===== src/rtl/alu_pkg.sv =====
// Shared definitions for the two-requester ALU arbiter: op encoding, legality check, FSM states.
package alu_pkg;

    typedef enum logic [2:0] {
        ALU_AND = 3'd0,
        ALU_OR  = 3'd1,
        ALU_ADD = 3'd2,
        ALU_SUB = 3'd6,
        ALU_SLT = 3'd7
    } alu_op_e;

    typedef enum logic [1:0] {
        ST_IDLE = 2'd0,
        ST_EXEC = 2'd1,
        ST_RESP = 2'd2
    } state_e;

    // Callers zero-extend their select field so one check serves any SWIDTH.
    function automatic logic is_legal_op(input logic [31:0] sel);
        logic legal;
        legal = 1'b0;
        if (sel == 32'(ALU_AND) || sel == 32'(ALU_OR) || sel == 32'(ALU_ADD) ||
            sel == 32'(ALU_SUB) || sel == 32'(ALU_SLT))
            legal = 1'b1;
        return legal;
    endfunction

endpackage


===== src/rtl/alu_rr_arb.sv =====
// Two-way round-robin arbiter; last_grant holds the ID of the most recent winner.
module alu_rr_arb (
    input  logic clk,
    input  logic rst_n,
    input  logic req0_valid,
    input  logic req1_valid,
    input  logic update,
    output logic grant0,
    output logic grant1
);

    logic last_grant;

    always_comb begin
        grant0 = req0_valid && (!req1_valid || last_grant);
        grant1 = req1_valid && (!req0_valid || !last_grant);
    end

    // Reset value 1 lets requester 0 win the first contention.
    always_ff @(posedge clk or negedge rst_n) begin
        if (!rst_n)
            last_grant <= 1'b1;
        else if (update)
            last_grant <= grant1;
    end

endmodule


===== src/rtl/alu_arbiter.sv =====
// Shares one external ALU between two requesters, one operation outstanding at a time.
//   state   | meaning
//   IDLE    | grant a requester and accept its operation
//   EXEC    | latched operands drive the ALU; result captured this cycle
//   RESP    | rsp_valid to owner, result held until owner's rsp_ready
module alu_arbiter
    import alu_pkg::*;
#(
    parameter int DWIDTH = 32,
    parameter int SWIDTH = 3
) (
    input  logic              clk,
    input  logic              rst_n,
    input  logic              req0_valid,
    input  logic              req1_valid,
    output logic              req0_ready,
    output logic              req1_ready,
    input  logic [SWIDTH-1:0] req0_sel,
    input  logic [SWIDTH-1:0] req1_sel,
    input  logic [DWIDTH-1:0] req0_src1,
    input  logic [DWIDTH-1:0] req0_src2,
    input  logic [DWIDTH-1:0] req1_src1,
    input  logic [DWIDTH-1:0] req1_src2,
    output logic              rsp0_valid,
    output logic              rsp1_valid,
    input  logic              rsp0_ready,
    input  logic              rsp1_ready,
    output logic [DWIDTH-1:0] rsp_res,
    output logic              rsp_zero,
    output logic              rsp_err,
    output logic [SWIDTH-1:0] alu_sel,
    output logic [DWIDTH-1:0] alu_src1,
    output logic [DWIDTH-1:0] alu_src2,
    input  logic [DWIDTH-1:0] alu_res,
    input  logic              alu_res_is_0
);

    state_e            state, state_nxt;
    logic              grant0, grant1;
    logic              accept, exec;
    logic              legal;
    logic [SWIDTH-1:0] sel_mux;
    logic [DWIDTH-1:0] src1_mux, src2_mux;

    logic              owner_q;
    logic [SWIDTH-1:0] sel_q;
    logic [DWIDTH-1:0] src1_q, src2_q, res_q;
    logic              zero_q, err_q;

    alu_rr_arb u_arb (
        .clk        (clk),
        .rst_n      (rst_n),
        .req0_valid (req0_valid),
        .req1_valid (req1_valid),
        .update     (accept),
        .grant0     (grant0),
        .grant1     (grant1)
    );

    assign sel_mux  = grant1 ? req1_sel  : req0_sel;
    assign src1_mux = grant1 ? req1_src1 : req0_src1;
    assign src2_mux = grant1 ? req1_src2 : req0_src2;
    assign legal    = is_legal_op(32'(sel_mux));

    always_ff @(posedge clk or negedge rst_n) begin
        if (!rst_n)
            state <= ST_IDLE;
        else
            state <= state_nxt;
    end

    // Ready is qualified by rst_n so nothing is offered while reset is held.
    always_comb begin
        state_nxt  = state;
        req0_ready = 1'b0;
        req1_ready = 1'b0;
        rsp0_valid = 1'b0;
        rsp1_valid = 1'b0;
        accept     = 1'b0;
        exec       = 1'b0;
        case (state)
            ST_IDLE: begin
                req0_ready = grant0 && rst_n;
                req1_ready = grant1 && rst_n;
                accept     = (grant0 || grant1) && rst_n;
                if (accept)
                    state_nxt = legal ? ST_EXEC : ST_RESP;
            end
            ST_EXEC: begin
                exec      = 1'b1;
                state_nxt = ST_RESP;
            end
            ST_RESP: begin
                rsp0_valid = !owner_q;
                rsp1_valid = owner_q;
                if (owner_q ? rsp1_ready : rsp0_ready)
                    state_nxt = ST_IDLE;
            end
            default: state_nxt = ST_IDLE;
        endcase
    end

    // Illegal ops leave the ALU operand registers untouched and answer with an error.
    always_ff @(posedge clk or negedge rst_n) begin
        if (!rst_n) begin
            owner_q <= 1'b0;
            sel_q   <= '0;
            src1_q  <= '0;
            src2_q  <= '0;
            res_q   <= '0;
            zero_q  <= 1'b0;
            err_q   <= 1'b0;
        end else begin
            if (accept) begin
                owner_q <= grant1;
                if (legal) begin
                    sel_q  <= sel_mux;
                    src1_q <= src1_mux;
                    src2_q <= src2_mux;
                end else begin
                    res_q  <= '0;
                    zero_q <= 1'b0;
                    err_q  <= 1'b1;
                end
            end
            if (exec) begin
                res_q  <= alu_res;
                zero_q <= alu_res_is_0;
                err_q  <= 1'b0;
            end
        end
    end

    assign alu_sel  = sel_q;
    assign alu_src1 = src1_q;
    assign alu_src2 = src2_q;
    assign rsp_res  = res_q;
    assign rsp_zero = zero_q;
    assign rsp_err  = err_q;

endmodule


===== config.mk =====
export PLATFORM = sky130hd
export DESIGN_NAME = alu_arbiter
export DESIGN_NICKNAME = d
export VERILOG_FILES = /design/src/rtl/alu_pkg.sv /design/src/rtl/alu_rr_arb.sv /design/src/rtl/alu_arbiter.sv
export SDC_FILE = /design/constraint.sdc
export NUM_CORES = 1
export LEC_CHECK = 0
export CORE_ASPECT_RATIO = 1.75
export CORE_MARGIN = 2
export CORE_UTILIZATION = 43
export CTS_CLUSTER_SIZE = 20
export DETAILED_ROUTE_END_ITERATION = 8
export GPL_ROUTABILITY_DRIVEN = 0
export GPL_TIMING_DRIVEN = 0
export PLACE_DENSITY = 0.95
export SETUP_SLACK_MARGIN = 0.1
export SYNTH_ARGS = -nofsm -noshare
export SYNTH_HDL_FRONTEND = slang
export SYNTH_HIERARCHICAL = 1
export SYNTH_SLANG_ARGS = --single-unit

===== constraint.sdc =====
create_clock -name clk -period 4.4 [get_ports clk]
set_clock_uncertainty 0.2 [all_clocks]
set_input_delay 1.32 -clock clk [delete_from_list [all_inputs] [get_ports clk]]
set_output_delay 1.32 -clock clk [all_outputs]
set_load 0.03 [all_outputs]

Yosys cells after proc, flatten, opt, wreduce, memory -nomap -nowiden
Cells that the tools add are included.
- eq/ne operators: 9
- multiplexer cells: 24
- reductions and logical operators: 22
- operator list (cell ; count):
    $mux W32 ; 5
    $mux W1 ; 14
    $logic_or A1 B1 Y1 ; 7
    $eq A3 B3 Y1 const B ; 2
    $mux W2 ; 3
    $ne A2 B2 Y1 const B ; 3
    $pmux W2 S3 ; 1
    $reduce_and A2 Y1 ; 3
    $logic_and A1 B1 Y1 ; 5
    $logic_not A1 Y1 ; 4
    $eq A3 B1 Y1 const B ; 1
    $eq A3 B2 Y1 const B ; 1
    $logic_not A3 Y1 ; 1
    $mux W3 ; 1
    $eq A2 B1 Y1 const B ; 1
    $eq A2 B2 Y1 const B ; 1
    $logic_not A2 Y1 ; 1
    $reduce_bool A2 Y1 ; 1
- register bits after elaboration: 105
- input port bits: 173
- output and inout port bits: 105
- logic and storage cells: 64

Longest topological paths before layout
- depth in word-level cells: 13
- gate-level depth with buffers: 8
- depth with buffers taken out: 6

Cells and area by module
Netlist, hierarchy kept.
- by module, submodules not included (module ; times used ; cells an instance ; area each (µm²) ; seq. area each (µm²)):
    alu_arbiter ; 1 ; 398 ; 5172.5 ; 2602.5
    alu_rr_arb ; 1 ; 5 ; 63.8 ; 26.3

Worst setup path after synthesis
No wires, ideal clock.
- path type: input to output
- from: input req1_valid
- to: output req1_ready
- arrival time: 2.413 ns
- required time: 2.880 ns
- path slack: 0.467 ns
- stages on the path: 5
- path buffers: 3
- cell sequence: a21boi_2 buf_6 buf_2 buf_2 and2_1
- cells in the longest elaborated chain, start to end: 3
- RTL lines (item ; RTL line ; text):
    start, declared ; alu_arbiter.sv:15 ; input logic req1_valid,
    $logic_and A1 B1 Y1 ; alu_rr_arb.sv:16 ; grant1 = req1_valid && (!req0_valid || !last_grant);
    $logic_and A1 B1 Y1 ; alu_arbiter.sv:84 ; req1_ready = grant1 && rst_n;
    $mux W1 ; alu_arbiter.sv:81 ; case (state)
    end, declared ; alu_arbiter.sv:17 ; output logic req1_ready,
Every way passes these cells.

Final worst setup path
- from: input req1_valid
- to: output req1_ready
- cells in the longest elaborated chain, start to end: 3
- RTL lines (item ; RTL line ; text):
    $logic_and A1 B1 Y1 ; alu_rr_arb.sv:16 ;
    via grant1 ; alu_arbiter.sv:39 ; logic grant0, grant1;
    $logic_and A1 B1 Y1 ; alu_arbiter.sv:84 ;
    $mux W1 ; alu_arbiter.sv:81 ;
The timed path passes the listed nets, and every way through them passes these cells.

==> out/qor_table.md <==
| Result | This run |
|---|---|
| Wire length of the first global-routing pass | 24.69 mm |
| Power density over the cells | 621.8 nW/um^2 |
| Outcome | finished, final reports clean |
| Sum of negative setup slack | 0 ps |
| Die footprint | 13110 um^2 |
| Drt wl/cell | 19.07 um |
| Detailed-route vias per instance | 5.171 |
| Final worst setup slack | 163.8 ps |
| Root buf cell | sky130_fd_sc_hd__clkbuf_16 |
| Area used by sequential logic in the layout | 2629 um^2 |
| Hold slack | 299.1 ps |
| Sinks on the clock net | 105 |
| Number of global-route vias before repair | 4929 |
| Syn. warnings | 6 |
| Vias | 4323 |
| Total leakage power | 3.552 nW |
| Horizontal die dimension | 87.42 um |
| Count of endpoints failing setup in the final report | 0 |
| Gate count of the mapped netlist | 403 |
| Maximum ir drop on the vdd rail | 0.3871 mV |
| Reg2reg end | alu_src2[0] |
| Area growth from synthesis to layout | 62.92% |
| Number of cells on the worst reg-to-reg path | 8 |
| Post-synth net total | 576 |
| GRT Residual Overflow | 0 |
| Pin count of the biggest net entering global routing | 57 |
| Path class of the lowest-slack min-delay path | reg -> reg |
| Fraction of the yosys area taken by sequential cells | 0.5020 |
| Fraction of layout instances using a drive strength above 1 | 0.2532 |
| Final WL | 15.94 mm |
| Endpoint type of the worst setup path | output port |
| Worst skew pair latency | 330 ps |
| Library cells used by synthesis | 37 |
| DRT met1 WL | 5.652 mm |
| Number of enable flip-flop cells after synthesis | 0 |
| Unrepaired setup endpoints after global routing | no |
| Met2 wirelength from detailed routing | 8.885 mm |
| Count of maximum capacitance violations | 0 |
| Setup CP Type | in -> out |
| Endpoint of the worst hold-timing path | rsp_err |
| Total met3 wirelength after detailed routing | 901 um |
| Number of detailed-routing iterations run before antenna repair | 6 |
| H-tree levels | 3 |
| Average cell area after synthesis | 12.99 um^2 |
| Data arrival time at the worst-slack endpoint | 2720 ps |
| Total power consumption of the routed design | 5.304 mW |
| Number of antenna violations at the first check in global routing | 0 |
| Die Span Y | 150.0 um |
| Internal reg-to-reg setup slack | 1840 ps |
| Required time at the endpoint of the critical path | 2880 ps |
| Fraction of synthesized cell area taken by the top area cell type | 0.4970 |
| Cells taking the most area after synthesis | sky130_fd_sc_hd__dfrtp_1 (50%), sky130_fd_sc_hd__mux2_2 (17%), sky130_fd_sc_hd__mux2_4 (14%) |
| Post-route DRC violation count | 0 |
| Global Route Usage Sum | 0.2454 |
| TritonCTS buffer count | 9 |
| Highest fanout seen on the critical path | 10 |
| Period Utilization, post-route | 0.9628 |
| Flop and latch count out of synthesis | 105 |
| Number of slew-limit violations in the final report | 0 |
| Hold violation total from the final report | 0 |
| Placed cell count | 818 |
| Pre-CTS WS | -869.4 ps |
| Initial core utilization | 0.4387 |
| Net count, final | 867 |
| Count of input and output buffers | 277 |
| Clock tree from TritonCTS | yes |
| Crit Reg-Reg Startpoint | u_arb/last_grant |
| Highest signal layer in the routed design | met4 |
| Fin cells | 836 |
| Max Fclk | 236.1 MHz |
| Maximum count of clock buffers along a single path | 2 |
| Transition at the pin with the smallest max-transition slack | 730.2 ps |
| Netlist area before placement | 5236 um^2 |
| Count of routing violations after the opening detailed-route iteration | 140 |
| Top FF cell, synth | sky130_fd_sc_hd__dfrtp_1 |
| Post-CTS clock slew at the launch and capture registers of the worst setup and hold paths | 70 ps |
| Post-DP HPWL | 12.55 mm |
| Top cell type by total area after synthesis | sky130_fd_sc_hd__dfrtp_1 |
| Number of rows created at floorplan | 53 |
| Antenna Cells | 0 |
| Start point of the worst min-delay path | rsp_err |
| Detail Route Antenna Nets | 0 |
| Boundary Pins | 278 |
| Worst rel slew slack | 0.5132 |
| Number of cells on the worst hold path | 1 |
| Launching element type of the critical path | input pin |
| Post-cts hold buffer count | 0 |
| Core area | 11940 um^2 |
| Tmin final | 4236 ps |
| Total of fill cells in the finished design | 794 |
| Total area of multi-input combinational cells | 2390 um^2 |
| Fraction of registers with async set/reset | 1.000 |
placed cells by master, fill, tap and decap left out, drive strengths merged, types with 3 or more instances in the layout:
cell type and instances:
clkdlybuf4s50 274, mux2 131, dfrtp 104, nand2 68, a21oi 35, clkbuf 24
buf 17, o21ai 7, inv 7, nor2b 3, a21boi 3
worst max-delay path, stage by stage:
cell and delay (ps):
sky130_fd_sc_hd__clkdlybuf4s50_1 520, sky130_fd_sc_hd__a21boi_4 230, sky130_fd_sc_hd__buf_6 130, sky130_fd_sc_hd__buf_6 160, sky130_fd_sc_hd__and2_1 160, sky130_fd_sc_hd__clkbuf_4 200
cells by family (layout without fill, tap and decap cells):
| group | after synthesis | after routing | share of synthesized area |
|---|---|---|---|
| flip-flops | 105 | 105 | 0.5020 |
| multiplexers | 133 | 133 | 0.3214 |
| AND/OR/NAND/NOR | 81 | 81 | 0.06738 |
| AO/OA/AOI/OAI | 54 | 54 | 0.06547 |
| buffers and inverters | 30 | 326 | 0.04373 |
synthesized netlist by cell type, drive strengths merged, types with 2 or more instances:
cell type and count:
o21a 2, nand2 68, nor3b 2, and2 2, clkbuf 12, o21ai 7
dfrtp 104, mux2i 2, nor2b 3, nor3 2, inv 4, a21boi 3
buf 14, mux2 131, a21oi 35, nand2b 2
worst max path at each step:
| stage | startpoint | endpoint | slack, ps | depth (start not counted) |
|---|---|---|---|---|
| after floorplan | req1_valid | req1_ready | 470 | 5 |
| final | req1_valid | req1_ready | 160 | 6 |
| after global placement | rst_n | req1_ready | -3870 | 4 |
| after global routing | req1_valid | req1_ready | 100 | 6 |
| after detailed placement | req1_valid | req1_ready | -870 | 7 |
| after CTS | req1_valid | req1_ready | 120 | 6 |
power breakdown:
part,total (mW),switching [mW],internal [mW]
clock,0.783,0.375,0.407
sequential,1.63,0.252,1.38
combinational,2.89,1.45,1.44
total,5.30,2.08,3.23
flip-flops by register name (all words and copies together) (netlist names):
register          cells
alu_sel               3
alu_src1             32
alu_src2             32
owner_q               1
rsp_err               1
rsp_res              32
rsp_zero              1
state                 2
u_arb/last_grant      1
metal layers:
metal  GRT usage  vias up
met1      0.2703     2096
met5           0        -
met2      0.4462      203
met4     0.09692        0
li1            -     1983
met3     0.05405       41
what timing repair did:
action,4_1_cts,5_1_grt
endpoints found under the setup margin,2,2
buffers inserted,1,2
gates resized for setup,10,4
stage by stage:
stage          utilization  area, um^2
6_report            0.7147        8531
5_1_grt             0.7147        8531
4_1_cts             0.7124        8503
3_5_place_dp        0.6874        8205
3_3_place_gp        0.6853        8180
2_1_floorplan            -        5236
layout make-up:
class / count / area share
Clock buffer: 10 / 0.02801
Timing Repair Buffer: 281 / 0.3309
Buffer: 25 / 0.02523
Sequential cell: 105 / 0.3082
Multi-Input combinational cell: 268 / 0.2801
Inverter: 4 / 0.001760
Tap cell: 137 / 0.02009
Clock inverter: 6 / 0.005720
(Power assumes the default switching activity.)
